[src/rtl/scratch_arb_pkg.sv]
// Shared types and defaults for the convolution scratchpad arbiter.
package scratch_arb_pkg;

  typedef enum logic [0:0] {
    ARB   = 1'b0,
    OWNED = 1'b1
  } arb_state_e;

  localparam int REQ_LOADER = 0;
  localparam int REQ_WB     = 1;
  localparam int REQ_HOST   = 2;

  localparam int DEF_NUM_REQ   = 3;
  localparam int DEF_ADDR_W    = 20;
  localparam int DEF_DATA_W    = 32;
  localparam int DEF_MEM_LAT   = 2;
  localparam int DEF_MAX_BURST = 16;

endpackage

[src/rtl/scratch_arbiter_if.sv]
// Requester and scratchpad port bundle; slave is the arbiter's view, master the environment's.
interface scratch_arbiter_if
  import scratch_arb_pkg::*;
#(
  parameter int NUM_REQ = DEF_NUM_REQ,
  parameter int ADDR_W  = DEF_ADDR_W,
  parameter int DATA_W  = DEF_DATA_W
);
  logic [NUM_REQ-1:0]             req;
  logic [NUM_REQ-1:0]             req_we;
  logic [NUM_REQ-1:0]             req_last;
  logic [NUM_REQ-1:0][ADDR_W-1:0] req_addr;
  logic [NUM_REQ-1:0][DATA_W-1:0] req_wdata;
  logic [NUM_REQ-1:0]             gnt;
  logic [NUM_REQ-1:0]             rsp_valid;
  logic [DATA_W-1:0]              rsp_data;
  logic                           mem_en;
  logic                           mem_we;
  logic [ADDR_W-1:0]              mem_addr;
  logic [DATA_W-1:0]              mem_wdata;
  logic [DATA_W-1:0]              mem_rdata;

  modport master (
    output req, req_we, req_last, req_addr, req_wdata, mem_rdata,
    input  gnt, rsp_valid, rsp_data, mem_en, mem_we, mem_addr, mem_wdata
  );

  modport slave (
    input  req, req_we, req_last, req_addr, req_wdata, mem_rdata,
    output gnt, rsp_valid, rsp_data, mem_en, mem_we, mem_addr, mem_wdata
  );
endinterface

[src/rtl/scratch_arbiter_rr_pick.sv]
// Combinational round-robin picker: first pending requester after last_owner, with wrap.
module rr_pick
  import scratch_arb_pkg::*;
#(
  parameter int NUM_REQ = DEF_NUM_REQ,
  parameter int IDX_W   = $clog2(DEF_NUM_REQ)
) (
  input  logic [NUM_REQ-1:0] req,
  input  logic [IDX_W-1:0]   last_owner,
  output logic [IDX_W-1:0]   winner,
  output logic               any_req
);

  // Walk candidates last_owner+1 .. last_owner+NUM_REQ; the first hit sticks.
  always_comb begin
    winner  = '0;
    any_req = 1'b0;
    for (int i = 1; i <= NUM_REQ; i++) begin
      winner  = (!any_req && req[(int'(last_owner) + i) % NUM_REQ])
              ? IDX_W'((int'(last_owner) + i) % NUM_REQ) : winner;
      any_req = any_req | req[(int'(last_owner) + i) % NUM_REQ];
    end
  end

endmodule

[src/rtl/scratch_arbiter.sv]
// Scratchpad arbiter: round-robin burst ownership, one access per accepted beat,
// and a latency-matched tag pipe that steers read data back to the issuing requester.
module scratch_arbiter
  import scratch_arb_pkg::*;
#(
  parameter int NUM_REQ   = DEF_NUM_REQ,
  parameter int ADDR_W    = DEF_ADDR_W,
  parameter int DATA_W    = DEF_DATA_W,
  parameter int MEM_LAT   = DEF_MEM_LAT,
  parameter int MAX_BURST = DEF_MAX_BURST
) (
  input  logic             clk,
  input  logic             rst_n,
  scratch_arbiter_if.slave bus
);

  localparam int IDX_W = $clog2(NUM_REQ);
  localparam int CNT_W = $clog2(MAX_BURST + 1);

  arb_state_e         state_r, state_s;
  logic [IDX_W-1:0]   owner_r, owner_s;
  logic [IDX_W-1:0]   last_owner_r, last_owner_s;
  logic [IDX_W-1:0]   winner_s;
  logic [CNT_W-1:0]   beat_cnt_r, beat_cnt_s;
  logic               any_req_s;
  logic               accept_s;
  logic [NUM_REQ-1:0] gnt_s;

  logic               mem_en_s;
  logic               mem_we_s;
  logic [ADDR_W-1:0]  mem_addr_s;
  logic [DATA_W-1:0]  mem_wdata_s;

  logic               tag_vld_r [MEM_LAT];
  logic [IDX_W-1:0]   tag_idx_r [MEM_LAT];
  logic [NUM_REQ-1:0] rsp_valid_s;
  logic [DATA_W-1:0]  rsp_data_s;

  rr_pick #(
    .NUM_REQ (NUM_REQ),
    .IDX_W   (IDX_W)
  ) u_rr_pick (
    .req        (bus.req),
    .last_owner (last_owner_r),
    .winner     (winner_s),
    .any_req    (any_req_s)
  );

  assign accept_s = (state_r == OWNED) && bus.req[owner_r];

  // FSM state, ownership and burst counter registers.
  always_ff @(posedge clk or negedge rst_n) begin
    if (!rst_n) begin
      state_r      <= ARB;
      owner_r      <= '0;
      last_owner_r <= IDX_W'(NUM_REQ - 1);
      beat_cnt_r   <= '0;
    end else begin
      state_r      <= state_s;
      owner_r      <= owner_s;
      last_owner_r <= last_owner_s;
      beat_cnt_r   <= beat_cnt_s;
    end
  end

  // Next-state and grant: ARB picks an owner, OWNED streams beats until last, cap or abandon.
  always_comb begin
    state_s      = state_r;
    owner_s      = owner_r;
    last_owner_s = last_owner_r;
    beat_cnt_s   = beat_cnt_r;
    gnt_s        = '0;
    case (state_r)
      ARB: begin
        if (any_req_s) begin
          state_s    = OWNED;
          owner_s    = winner_s;
          beat_cnt_s = '0;
        end else begin
          state_s = ARB;
        end
      end
      OWNED: begin
        if (bus.req[owner_r]) begin
          gnt_s[owner_r] = 1'b1;
          beat_cnt_s     = beat_cnt_r + CNT_W'(1);
          // Counter is compared before increment so the cap beat itself forces release.
          if (bus.req_last[owner_r] || (beat_cnt_r == CNT_W'(MAX_BURST - 1))) begin
            state_s      = ARB;
            last_owner_s = owner_r;
          end else begin
            state_s = OWNED;
          end
        end else begin
          state_s      = ARB;
          last_owner_s = owner_r;
        end
      end
      default: begin
        state_s = ARB;
      end
    endcase
  end

  // Memory port mux: owner's beat goes straight to the macro in the accepting cycle.
  always_comb begin
    mem_en_s    = 1'b0;
    mem_we_s    = 1'b0;
    mem_addr_s  = '0;
    mem_wdata_s = '0;
    if (accept_s) begin
      mem_en_s    = 1'b1;
      mem_we_s    = bus.req_we[owner_r];
      mem_addr_s  = bus.req_addr[owner_r];
      mem_wdata_s = bus.req_wdata[owner_r];
    end else begin
      mem_en_s    = 1'b0;
    end
  end

  // Read tag pipe, aligned so its last stage coincides with valid mem_rdata.
  always_ff @(posedge clk or negedge rst_n) begin
    if (!rst_n) begin
      for (int k = 0; k < MEM_LAT; k++) begin
        tag_vld_r[k] <= 1'b0;
        tag_idx_r[k] <= '0;
      end
    end else begin
      tag_vld_r[0] <= accept_s && !bus.req_we[owner_r];
      tag_idx_r[0] <= owner_r;
      for (int k = 1; k < MEM_LAT; k++) begin
        tag_vld_r[k] <= tag_vld_r[k-1];
        tag_idx_r[k] <= tag_idx_r[k-1];
      end
    end
  end

  // Response decode; rsp_data is held at zero when no read is returning.
  always_comb begin
    rsp_valid_s = '0;
    rsp_data_s  = '0;
    for (int i = 0; i < NUM_REQ; i++) begin
      rsp_valid_s[i] = tag_vld_r[MEM_LAT-1] && (tag_idx_r[MEM_LAT-1] == IDX_W'(i));
    end
    rsp_data_s = tag_vld_r[MEM_LAT-1] ? bus.mem_rdata : '0;
  end

  assign bus.gnt       = gnt_s;
  assign bus.mem_en    = mem_en_s;
  assign bus.mem_we    = mem_we_s;
  assign bus.mem_addr  = mem_addr_s;
  assign bus.mem_wdata = mem_wdata_s;
  assign bus.rsp_valid = rsp_valid_s;
  assign bus.rsp_data  = rsp_data_s;

endmodule

[src/flat_wrapper.sv]
// flat-port wrapper written by rule: the top's interface ports become plain ports
module scratch_arbiter_flat import scratch_arb_pkg::*;
#(
  parameter int NUM_REQ   = DEF_NUM_REQ,
  parameter int ADDR_W    = DEF_ADDR_W,
  parameter int DATA_W    = DEF_DATA_W,
  parameter int MEM_LAT   = DEF_MEM_LAT,
  parameter int MAX_BURST = DEF_MAX_BURST
)
  (clk, rst_n, bus_req, bus_req_we, bus_req_last, bus_req_addr, bus_req_wdata, bus_mem_rdata, bus_gnt, bus_rsp_valid, bus_rsp_data, bus_mem_en, bus_mem_we, bus_mem_addr, bus_mem_wdata);
  scratch_arbiter_if #(.NUM_REQ(NUM_REQ), .ADDR_W(ADDR_W), .DATA_W(DATA_W)) bus_i ();
  input  logic clk;
  input  logic rst_n;
  input wire logic [$bits(bus_i.req)-1:0] bus_req;
  input wire logic [$bits(bus_i.req_we)-1:0] bus_req_we;
  input wire logic [$bits(bus_i.req_last)-1:0] bus_req_last;
  input wire logic [$bits(bus_i.req_addr)-1:0] bus_req_addr;
  input wire logic [$bits(bus_i.req_wdata)-1:0] bus_req_wdata;
  input wire logic [$bits(bus_i.mem_rdata)-1:0] bus_mem_rdata;
  output wire logic [$bits(bus_i.gnt)-1:0] bus_gnt;
  output wire logic [$bits(bus_i.rsp_valid)-1:0] bus_rsp_valid;
  output wire logic [$bits(bus_i.rsp_data)-1:0] bus_rsp_data;
  output wire logic [$bits(bus_i.mem_en)-1:0] bus_mem_en;
  output wire logic [$bits(bus_i.mem_we)-1:0] bus_mem_we;
  output wire logic [$bits(bus_i.mem_addr)-1:0] bus_mem_addr;
  output wire logic [$bits(bus_i.mem_wdata)-1:0] bus_mem_wdata;
  assign bus_i.req = bus_req;
  assign bus_i.req_we = bus_req_we;
  assign bus_i.req_last = bus_req_last;
  assign bus_i.req_addr = bus_req_addr;
  assign bus_i.req_wdata = bus_req_wdata;
  assign bus_i.mem_rdata = bus_mem_rdata;
  assign bus_gnt = bus_i.gnt;
  assign bus_rsp_valid = bus_i.rsp_valid;
  assign bus_rsp_data = bus_i.rsp_data;
  assign bus_mem_en = bus_i.mem_en;
  assign bus_mem_we = bus_i.mem_we;
  assign bus_mem_addr = bus_i.mem_addr;
  assign bus_mem_wdata = bus_i.mem_wdata;
  scratch_arbiter #(.NUM_REQ(NUM_REQ), .ADDR_W(ADDR_W), .DATA_W(DATA_W), .MEM_LAT(MEM_LAT), .MAX_BURST(MAX_BURST)) u_core (.clk(clk), .rst_n(rst_n), .bus(bus_i));
endmodule
[config.mk]
export PLATFORM = sky130hd
export DESIGN_NAME = scratch_arbiter_flat
export DESIGN_NICKNAME = d
export VERILOG_FILES = /design/src/rtl/scratch_arb_pkg.sv /design/src/rtl/scratch_arbiter_if.sv /design/src/rtl/scratch_arbiter_rr_pick.sv /design/src/rtl/scratch_arbiter.sv /design/src/flat_wrapper.sv
export SDC_FILE = /design/constraint.sdc
export NUM_CORES = 1
export LEC_CHECK = 0
export BUFFER_PORTS_ARGS = -buffer_cell sky130_fd_sc_hd__buf_2
export CORE_AREA = 8 8 108 110
export DETAILED_ROUTE_END_ITERATION = 8
export DIE_AREA = 0 0 116 118
export PLACE_DENSITY = 0.75
export SETUP_SLACK_MARGIN = 0.15
export SLEW_MARGIN = 20
export SYNTH_ARGS = -nofsm -noshare
export SYNTH_HDL_FRONTEND = slang
export SYNTH_SLANG_ARGS = --single-unit
[constraint.sdc]
create_clock -name clk -period 4.7 [get_ports clk]
set_input_delay 0.705 -clock clk [delete_from_list [all_inputs] [get_ports clk]]
set_output_delay 0.705 -clock clk [all_outputs]
set_load 0.05 [all_outputs]
==> flow_metrics.tcl <==
set metrics [dict create \
    fin_worst_hold_slack_ns 0.348 \
    clock_path_buffers 2 \
    antenna-diode-count 0 \
    post_synth_main_area_contributors "mux2i_1, nor2_1, dfrtp_1, a21oi_1, and2_1" \
    drt-pass1-iter-count 4 \
    final.min_clock_period_ns 3.21 \
    global_route.usage.total 0.157 \
    timing_hold_violations_final 0 \
    num_vias 3526 \
    start_util 0.252 \
    setup-tns-final_ns 0 \
    worst-endpoint-required_ns 3.99 \
    remaining_drc_errors 0 \
    via_per_inst 4.60 \
    finalWeightedCongestion 0.819 \
    endpoint_kind "output pin" \
    layout.cell_area.non_filler_um2 4060 \
    met2_length_um 6250 \
    cts_made_buffers 3 \
    post_synth_net_total 569 \
    placement_rows 37 \
    dieArea_um2 13700 \
    worst_ep_arrival_time_ns 2.50 \
    leak_nw 2.36 \
    period_share 0.683 \
    placed_cell_area_um2 4000 \
    ys_types 37 \
    syn_area_per_cell_um2 6.93 \
    timing.critical_path.fanout_max 57 \
    mappedNetlistArea_um2 2520 \
    multiInputGateArea_um2 1920 \
    post-synth-top-area-cell "mux2i_1" \
    met3_length_um 1460 \
    route.detailed.wl_per_inst_um 15.6 \
    grt_setup_unrepaired "false" \
    status "complete, no violations" \
    max_slew.worst_pin.slew_ns 0.650 \
    final_layout_size_suffix_gt1_frac 0.491 \
    io-pin-count 291 \
    holdBufCountCts 0 \
    yosysSeqAreaShare 0.159 \
    synth.cells.most_frequent "nor2_1, a21oi_1, mux2i_1, and2_1, dfrtp_1" \
    core_area_um2 10000 \
    dr.first_iter.drc_count 116 \
    yosys_warnings 0 \
    clkLatencyLatePin_ns 0.25 \
    post-cts-setup-buffer-count 0 \
    area_growth_pct 60.7 \
    worstHoldPathType "register to register" \
    chipWidth_um 116 \
    max_cap_violations 0 \
    detail_route.wirelength_um 11900 \
    grt_pass1_vias 3503 \
    timing.slew.headroom 0.566 \
    clkSinkCount 16 \
    antenna_found_initial 1 \
    route.top_layer_used "met5" \
    fin_skew_ns 0.00217 \
    clockRootBuffer "clkbuf_8" \
    power_per_cell_area_nw_per_um2 603 \
    largest_net_degree_at_the_start_of_global_routing 58 \
    dp_hpwl_um 10200 \
    grt_first_pass_wirelength_um 17400 \
    cts_tree "built" \
    postLayoutCoreUtil 0.406 \
    place.port_buffers 290 \
    worst_path_clk_slew_ns 0.06 \
    drv_slew 0 \
    chipHeight_um 118 \
    synthesis.instances 364 \
    met1_length_um 4180 \
    ys.flop_type "dfrtp_1" \
    critPathKind "register to output pin" \
    drtAntennaViolNets 0 \
    synthMostInstantiatedCell "nor2_1" \
    achievable-frequency_mhz 312 \
    final-seq-area_um2 407 \
    setup-violations-final 0 \
    nNetsFinal 837 \
    ys_seq_elements 16 \
    synth-edff-count 0 \
    cts.htree.levels 1 \
    max_rail_drop_vdd_mv 0.383 \
    cp-start-kind "register" \
    post_cts_resized 0 \
    synth_top_area_share 0.230 \
    n_fill_cell 1070 \
    async_reset_ff_frac 1.00 \
    grt-ovfl-total 0 \
]
==> cell usage in the layout (no fill, tap or decap), types with 3 or more instances in the layout <==
cell type  count
buf_2        290
buf_4          3
dfrtp_1       13
inv_1          9
mux2i_1       58
and2_1        33
a21oi_1       60
a211o_1        3
and3_1         3
ha_1           6
nor3_1         3
clkbuf_8       4
nor3b_1        4
nand2_1        5
nor2_1       110
==> cell type report <==
class | instances | area share
tap | 136 | 0.0419
timing repair buffer | 293 | 0.363
inverter | 9 | 0.00833
sequential | 16 | 0.100
multi-input combinational | 309 | 0.473
clock buffer | 4 | 0.0136
==> report_power, final <==
part / internal (mW) / switching (mW)
Clock: 0.0743 / 0.0488
Combinational: 0.598 / 1.40
Sequential: 0.191 / 0.135
==> per-stage QoR <==
step                      setup slack [ns]  cells  power, mW
after global routing                  1.30    767       2.61
after floorplan                       1.53    364       1.92
after detailed placement              1.37    763       2.34
final                                 1.49    767       2.44
after CTS                             1.10    767       2.47
after global placement                1.43    763       2.33
==> sequential cells by signal, summed over array words and instances (netlist names) <==
register and count:
u_core.beat_cnt_r 5, u_core.last_owner_r 2, u_core.owner_r 2, u_core.state_r 1
u_core.tag_idx_r 4, u_core.tag_vld_r 2
==> cell families (layout without fill, tap and decap cells) <==
group	after synthesis	count (layout)	synth area share
simple gates	167	167	0.302
compound gates	75	75	0.178
mux	61	61	0.245
buf+inv	39	306	0.0863
flops	16	16	0.159
fa+ha+maj	6	6	0.0297
==> layer usage <==
metal	global-route usage	vias up
li1	-	1762
met2	0.311	202
met1	0.153	1554
met5	0	-
met4	0.0162	2
met3	0.0554	6
==> worst max-delay path, cell delays in order, from the launching register on <==
cell       delay, ns
dfrtp_4         0.76
mux2i_1         0.36
o2bb2ai_4       0.16
nand2_4         0.47
inv_1           0.18
buf_2           0.27
==> worst paths after layout <==
path / end / startpoint / slack, ns / depth (start not counted)
worst max-delay path: bus_mem_en / u_core.owner_r[1] / 1.49 / 5
worst min-delay path: u_core.tag_idx_r[0] / u_core.tag_idx_r[2] / 0.35 / 0
worst max register to register: u_core.last_owner_r[0] / u_core.owner_r[0] / 2.41 / 6
worst min register to register: u_core.tag_idx_r[0] / u_core.tag_idx_r[2] / 0.35 / 0
max in group asynchronous: u_core.last_owner_r[1] / rst_n / 4.01 / 1
min in group asynchronous: u_core.tag_vld_r[0] / rst_n / 0.37 / 1
(Power assumes the default switching activity.)
